--- config.mk ---
export PLATFORM = sky130hd
export DESIGN_NAME = rob_pr_free_q
export DESIGN_NICKNAME = d
export VERILOG_FILES = /design/src/rtl/rob_pr_free_q.sv
export SDC_FILE = /design/constraint.sdc
export NUM_CORES = 1
export LEC_CHECK = 0
export CORE_MARGIN = 4
export CORE_UTILIZATION = 35
export CTS_CLUSTER_SIZE = 10
export DETAILED_ROUTE_END_ITERATION = 7
export PLACE_DENSITY_LB_ADDON = 0.12
export SYNTH_ARGS = -nofsm -noshare
export SYNTH_HDL_FRONTEND = slang
export SYNTH_SLANG_ARGS = --single-unit
--- constraint.sdc ---
create_clock -name CLK -period 4.49 [get_ports CLK]
set_input_delay 0.898 -clock CLK [delete_from_list [all_inputs] [get_ports CLK]]
set_output_delay 0.898 -clock CLK [all_outputs]
set_load 0.1 [all_outputs]
--- src/rtl/rob_pr_free_q.sv ---
// Commit-side queue of freed physical registers, fanned out one PR per free-list bank per cycle.
// Define ROB_PR_FREE_Q_STATS_EN to build the saturating enqueue-stall counter; otherwise stat_stall_count is tied to 0.
module rob_pr_free_q #(
  parameter int PR_COUNT              = 128,
  parameter int LOG_PR_COUNT          = 7,
  parameter int PRF_BANK_COUNT        = 4,
  parameter int ROB_PR_FREE_Q_ENTRIES = 2
) (
  input  logic                                          CLK,
  input  logic                                          RST,
  input  logic [3:0]                                    enq_valid_by_lane,
  input  logic [3:0][LOG_PR_COUNT-1:0]                  enq_PR_by_lane,
  output logic                                          enq_ready,
  output logic [PRF_BANK_COUNT-1:0]                     deq_valid_by_bank,
  output logic [PRF_BANK_COUNT-1:0][LOG_PR_COUNT-1:0]   deq_PR_by_bank,
  output logic [15:0]                                   stat_stall_count
);

  localparam int LANES   = 4;
  localparam int ENTRIES = ROB_PR_FREE_Q_ENTRIES;
  localparam int PTR_W   = (ENTRIES > 1) ? $clog2(ENTRIES) : 1;
  localparam int CNT_W   = $clog2(ENTRIES + 1);
  localparam int BANK_W  = $clog2(PRF_BANK_COUNT);

  if (PR_COUNT > (1 << LOG_PR_COUNT)) begin : g_pr_tag_chk
    $error("PR_COUNT does not fit in LOG_PR_COUNT bits");
  end

  // PR payload is never reset: it is only visible through pending lanes.
  logic [LANES-1:0][LOG_PR_COUNT-1:0] pr_q [ENTRIES];
  logic [LANES-1:0]                   pend_q [ENTRIES];
  logic [PTR_W-1:0]                   head_q, tail_q;
  logic [CNT_W-1:0]                   cnt_q, cnt_d;

  logic             full, empty, enq_fire, pop;
  logic [LANES-1:0] head_pend, emit_mask, pend_left;

  function automatic logic [PTR_W-1:0] ptr_inc(input logic [PTR_W-1:0] p);
    return (p == PTR_W'(ENTRIES - 1)) ? '0 : p + 1'b1;
  endfunction

  assign full      = (cnt_q == CNT_W'(ENTRIES));
  assign empty     = (cnt_q == '0);
  assign enq_ready = !full;
  assign enq_fire  = (|enq_valid_by_lane) && !full;
  assign head_pend = pend_q[head_q];

  // Each bank takes the lowest-index pending head lane that maps to it.
  always_comb begin
    emit_mask         = '0;
    deq_valid_by_bank = '0;
    deq_PR_by_bank    = '0;
    if (!empty) begin
      for (int b = 0; b < PRF_BANK_COUNT; b++) begin
        for (int l = 0; l < LANES; l++) begin
          if (!deq_valid_by_bank[b] && head_pend[l] &&
              (pr_q[head_q][l][BANK_W-1:0] == BANK_W'(b))) begin
            deq_valid_by_bank[b] = 1'b1;
            deq_PR_by_bank[b]    = pr_q[head_q][l];
            emit_mask[l]         = 1'b1;
          end
        end
      end
    end
  end

  assign pend_left = head_pend & ~emit_mask;
  assign pop       = !empty && (pend_left == '0);
  assign cnt_d     = cnt_q + CNT_W'(enq_fire) - CNT_W'(pop);

  always_ff @(posedge CLK or posedge RST) begin
    if (RST) begin
      head_q <= '0;
      tail_q <= '0;
      cnt_q  <= '0;
      for (int i = 0; i < ENTRIES; i++) pend_q[i] <= '0;
    end else begin
      if (!empty) pend_q[head_q] <= pend_left;
      if (enq_fire) begin
        pend_q[tail_q] <= enq_valid_by_lane;
        tail_q         <= ptr_inc(tail_q);
      end
      if (pop) head_q <= ptr_inc(head_q);
      cnt_q <= cnt_d;
    end
  end

  always_ff @(posedge CLK) begin
    if (enq_fire) pr_q[tail_q] <= enq_PR_by_lane;
  end

`ifdef ROB_PR_FREE_Q_STATS_EN
  logic [15:0] stall_q;

  always_ff @(posedge CLK or posedge RST) begin
    if (RST) begin
      stall_q <= '0;
    end else if ((|enq_valid_by_lane) && full && (stall_q != 16'hFFFF)) begin
      stall_q <= stall_q + 16'd1;
    end
  end

  assign stat_stall_count = stall_q;
`else
  assign stat_stall_count = '0;
`endif

endmodule
Yosys cells after proc, flatten, opt, wreduce, memory -nomap -nowiden
Memories as Yosys holds them, arrays and structs flattened. Cells that the tools add are included.

Output and inout bits: 49. Register bits after elaboration: 12. Memories: 1. Memory bits (writable): 56. Word-level logic and storage cells: 161. Input port bits: 34.

Memories: pr_q (depth 2, width 28, rd ports 1, clocked after Yosys merged registers in 0, wr ports 1, RTL line 30) `logic [LANES-1:0][LOG_PR_COUNT-1:0] pr_q [ENTRIES];`.

Mux-type cells: 77. Reductions and logical operators: 53. Equal/unequal tests: 13. Bitwise logic cells: 4. Magnitude comparators: 4. $add $sub $neg: 4.

Operators by type and width (number): 2-to-1 mux 7 bit (16); 2-to-1 mux 1 bit (47); logical AND 1 bit (32); 2-to-1 mux 28 bit (1); 2-to-1 mux 4 bit (7); == test 2 bit, second input constant (9); bitwise mux 8 bit (2); 2-to-1 mux 8 bit (2); zero test 1 bit (14); zero test 2 bit (5); demux 4 bit (select 1 bit) (2); == test 2 x 1 -> 1 bit, second input constant (4); bitwise AND 4 bit (1); >= comparator 2 bit, second input constant (2); zero test 4 bit (1); less-than comparator 2 x 1 -> 1 bit, second input constant (2); NOT 1 -> 2 bit (2); NOT 4 bit (1); OR reduction 4 bit (1); adder 1 bit, second input constant (2); adder 2 x 1 -> 2 bit (1); subtractor 2 x 1 -> 2 bit (1).

Longest topological paths before layout
Depth after elaboration: 31. Depth in mapped cells: 12. Depth with buffers taken out: 11.

Worst setup path before layout
No wires, ideal clock.

Kind: reg2out. Start point: reg head_q. End point: out deq_PR_by_bank[26] (netlist name). Slack: 0.545 ns. Data required time: 3.592 ns. Buffers on the path: 1. Arrival time: 3.047 ns. Stages on the path, launching flop included: 8. Cells stage by stage: dfrtp_1 > buf_6 > inv_1 > nand2_1 > o21ai_0 > and3_1 > a221oi_1 > a21oi_1.

RTL lines: start, declared (RTL line 32) `logic [PTR_W-1:0] head_q, tail_q;`; start signal, assigned (RTL line 83) `if (pop) head_q <= ptr_inc(head_q);`; end, declared (RTL line 15) `output logic [PRF_BANK_COUNT-1:0][LOG_PR_COUNT-1:0] deq_PR_by_bank,`.

==> reports/results.txt <==
The flow ran to the end, and the final reports show no timing, DRC or antenna violations. Clock tree synthesis inserted a total of 9 buffers. The leftover overflow at the end of global routing came out at 0. The most used flip-flop cell after synthesis is sky130_fd_sc_hd__edfxtp_1. The total of cells resized after clock tree synthesis is 0. Summing the areas of all compound-gate instances in the mapped netlist gives 17.6% of the synthesized area. Setup violations remaining at the end of the flow were counted as 0. The effective utilization at floorplan is 36.5%.

TritonCTS built the clock tree. Headroom to the max-slew limit came out at 22.4%. The time the final worst path needs with I/O delays and setup is 4.05 ns, and the setup skew after layout is 0.00890 ns. By area, the combinational part of the netlist is dominated by compound AO/OA/AOI/OAI gates. Dividing the final minimum period by the clock period gives 90.3%. The number of nets in the layout came out at 440.

The residual antenna-violating net count after detailed routing came out at 0. Data arrives at the worst endpoint at 3.16 ns. The area of the core came out at 10500 um2. Pin placement for this block handled 83 I/O pins. Across every metal layer, demand over resource in global routing totals 15.5%. The type of the most critical hold path was flip-flop to flip-flop. The maximum count of clock buffers along a single path came out at 2. The logs give 0 for the number of antenna violations at the first check in global routing and 0 for the number of setup buffers added after CTS. The critical path launch point type is a flip-flop.

In the post-synthesis netlist, the biggest area contributors are sky130_fd_sc_hd__edfxtp_1, sky130_fd_sc_hd__dfrtp_1, sky130_fd_sc_hd__mux2_2. Leaving out fill and tap cells, the most frequent cells in the layout are sky130_fd_sc_hd__edfxtp_1, sky130_fd_sc_hd__nand2_1, sky130_fd_sc_hd__clkdlybuf4s50_1. Post-synthesis share of cell area spent on xor and xnor gates: 1.61%. The run gives 9760 um as the total detailed-routing wirelength.

For the number of diodes, the log shows 0. The average routed wire per standard cell is 17.9 um, and the area growth from synthesis to layout is 27.5%. The mean cell area of the mapped netlist is 11.3 um2. The logs give 37 for the cell row count and 4 for the length of the first detailed-routing pass in iterations.

The maximum clock frequency is 247 MHz. For the final routed database, the setup TNS stands at 0 ns. The number of hold buffers added after CTS was 0. The critical-path maximum fanout was 41; the CTS sink count was 68. CTS built an H-tree with a depth of 3. The run gives 3820 um2 as the cell area after synthesis.

The tool flagged a number of max-cap violations equal to 0. The total vias in the final route was 2876; the share of synthesized area spent on multiplexers was 8.16%. Leaving out fill and tap cells, the most frequent cell in the layout is sky130_fd_sc_hd__edfxtp_1. For this block, the initial DRC count from the detailed router was 148.

The synthesized netlist devotes 13.1% of its cell area to simple gates. After clock tree synthesis, the clock-pin slew on the worst setup and hold paths is 0.08 ns. Summed over all nets, the half-perimeter wirelength after detailed placement is 7330 um. For the pin with the worst max-slew slack, the measured transition is 1.16 ns. The tools report the hold violation count in the final report as 0. During placement, the flow inserted port buffers numbering 62.

Entering global routing, the biggest net connects 42 pins. STA classifies the critical path endpoint as an output port. The tools report the required time at the worst-slack endpoint as 3.59 ns. Clock tree root driver cell: sky130_fd_sc_hd__clkbuf_8.

The cell type with the highest aggregate area in the netlist is sky130_fd_sc_hd__edfxtp_1. For the final weighted congestion in routability-driven placement, the log shows 0.909. Cells with a size suffix above 1 make up 21.5% of the layout.

During synthesis, Yosys emitted a total of 0 warnings. Setup repair after global routing left no endpoint under its margin. The adder and majority cell fraction of the synthesized area was 0.656%; the clock latency reported for the late side of the worst-skew pair was 0.35 ns.

Counting every instance in the synthesized netlist gives 337. The via count normalized by instance count is 5.28. For the count of different cell masters after synthesis, the log shows 52.

After detailed routing, the number of remaining DRC violations is 0. Of all flip-flops after synthesis, the portion carrying an async set or reset was 17.6%. In this run, synthesis produced a sequential element count of 68. The die covers 12600 um2. Number of enable flip-flop cells after synthesis: 56.

The share of synthesized area in the top cell type comes to 44.1%. The setup path with the least slack is of type flip-flop to output port. The logs give 2817 for the number of global-route vias before repair and 15300 um for the global-route wire length before repair.

The number of max-slew violations in the final report was 0; the die width was 112 um. The die is 112 um tall. The run gives 51.9% as the sequential-to-total area share from yosys stat.
[state kept, by name, indices dropped and copies added, names as in the netlist]
register  flops
pend_q        8
tail_q        1
pr_q         56
cnt_q         2
head_q        1
[cells by family (layout without fill, tap and decap cells)]
kind of cell             after synthesis  in the layout
buffers and inverters                 45             98
AND/OR/NAND/NOR                       89             89
adder cells (fa/ha/maj)                2              2
multiplexers                          29             29
AO/OA/AOI/OAI                         96             96
other                                  1             20
flip-flops                            68             68
XOR/XNOR                               7              7
[metrics by stage]
step | setup slack (ns) | area [um2] | cells | util, % | hold WS, ns
2_1_floorplan | 0.545 | 3890 | 356 | - | 0.468
3_5_place_dp | 0.805 | 4640 | 529 | 44.4 | 0.510
5_1_grt | 0.147 | 4870 | 545 | 46.5 | 0.556
6_report | 0.437 | 4870 | 545 | 46.5 | 0.523
4_1_cts | 0.401 | 4870 | 545 | 46.5 | 0.525
3_3_place_gp | 0.904 | 4640 | 529 | 44.4 | 0.503
[worst max-delay path, stage by stage, from the launching register on]
cell and delay, ns:
sky130_fd_sc_hd__dfrtp_2 0.89, sky130_fd_sc_hd__nor2b_1 0.20, sky130_fd_sc_hd__a32oi_2 0.42, sky130_fd_sc_hd__nor3b_4 0.34
sky130_fd_sc_hd__and3_1 0.29, sky130_fd_sc_hd__a221oi_1 0.12, sky130_fd_sc_hd__a21oi_1 0.31, sky130_fd_sc_hd__buf_12 0.22
[worst paths after layout]
kind	start	to	slack, ns	cells after the start
worst max register to register	head_q	cnt_q[1]	0.93	11
max in group asynchronous	RST	head_q	3.25	2
worst min-delay path	tail_q	tail_q	0.52	1
min in group asynchronous	RST	tail_q	0.87	2
worst max-delay path	head_q	deq_PR_by_bank[24]	0.44	7
worst min register to register	tail_q	tail_q	0.52	1
[per-layer routing]
layer  global-route usage, %  routed length (um)  share of wire, %  vias to the layer above
met5                       0                   0                 0                        -
met4                    5.45                 199               2.0                        0
met3                    3.99                 533               5.5                       15
met2                    23.6                4450                46                      108
met1                    21.5                4580                47                     1374
li1                        -                   -                 -                     1379
[Yosys cell counts, drive strengths merged, types with 2 or more instances]
master and number:
a211o 2, a21oi 27, a221oi 10, a32o 3, and3 4, and4b 2
buf 27, clkbuf 5, dfrtp 12, edfxtp 56, ha 2, inv 13
mux2 17, mux2i 12, nand2 39, nand2b 4, nand3 6, nand3b 3
nor2 12, nor2b 3, nor3 6, nor3b 4, nor4bb 3, o21ai 29
o221ai 10, o2bb2ai 2, o31ai 3, xnor2 7
[cell type report]
| class | instances | area, um2 |
|---|---|---|
| fill | 982 | 5600 |
| sequential | 68 | 1980 |
| multi-input combinational | 243 | 1650 |
| timing repair buffer | 69 | 791 |
| tap | 136 | 170 |
| clock buffer | 9 | 124 |
| clock inverter | 7 | 98.8 |
| inverter | 13 | 48.8 |
Power is left out: the tool's default activity adds up to more than one toggle a clock period on the data nets, which glitch-free logic cannot reach.
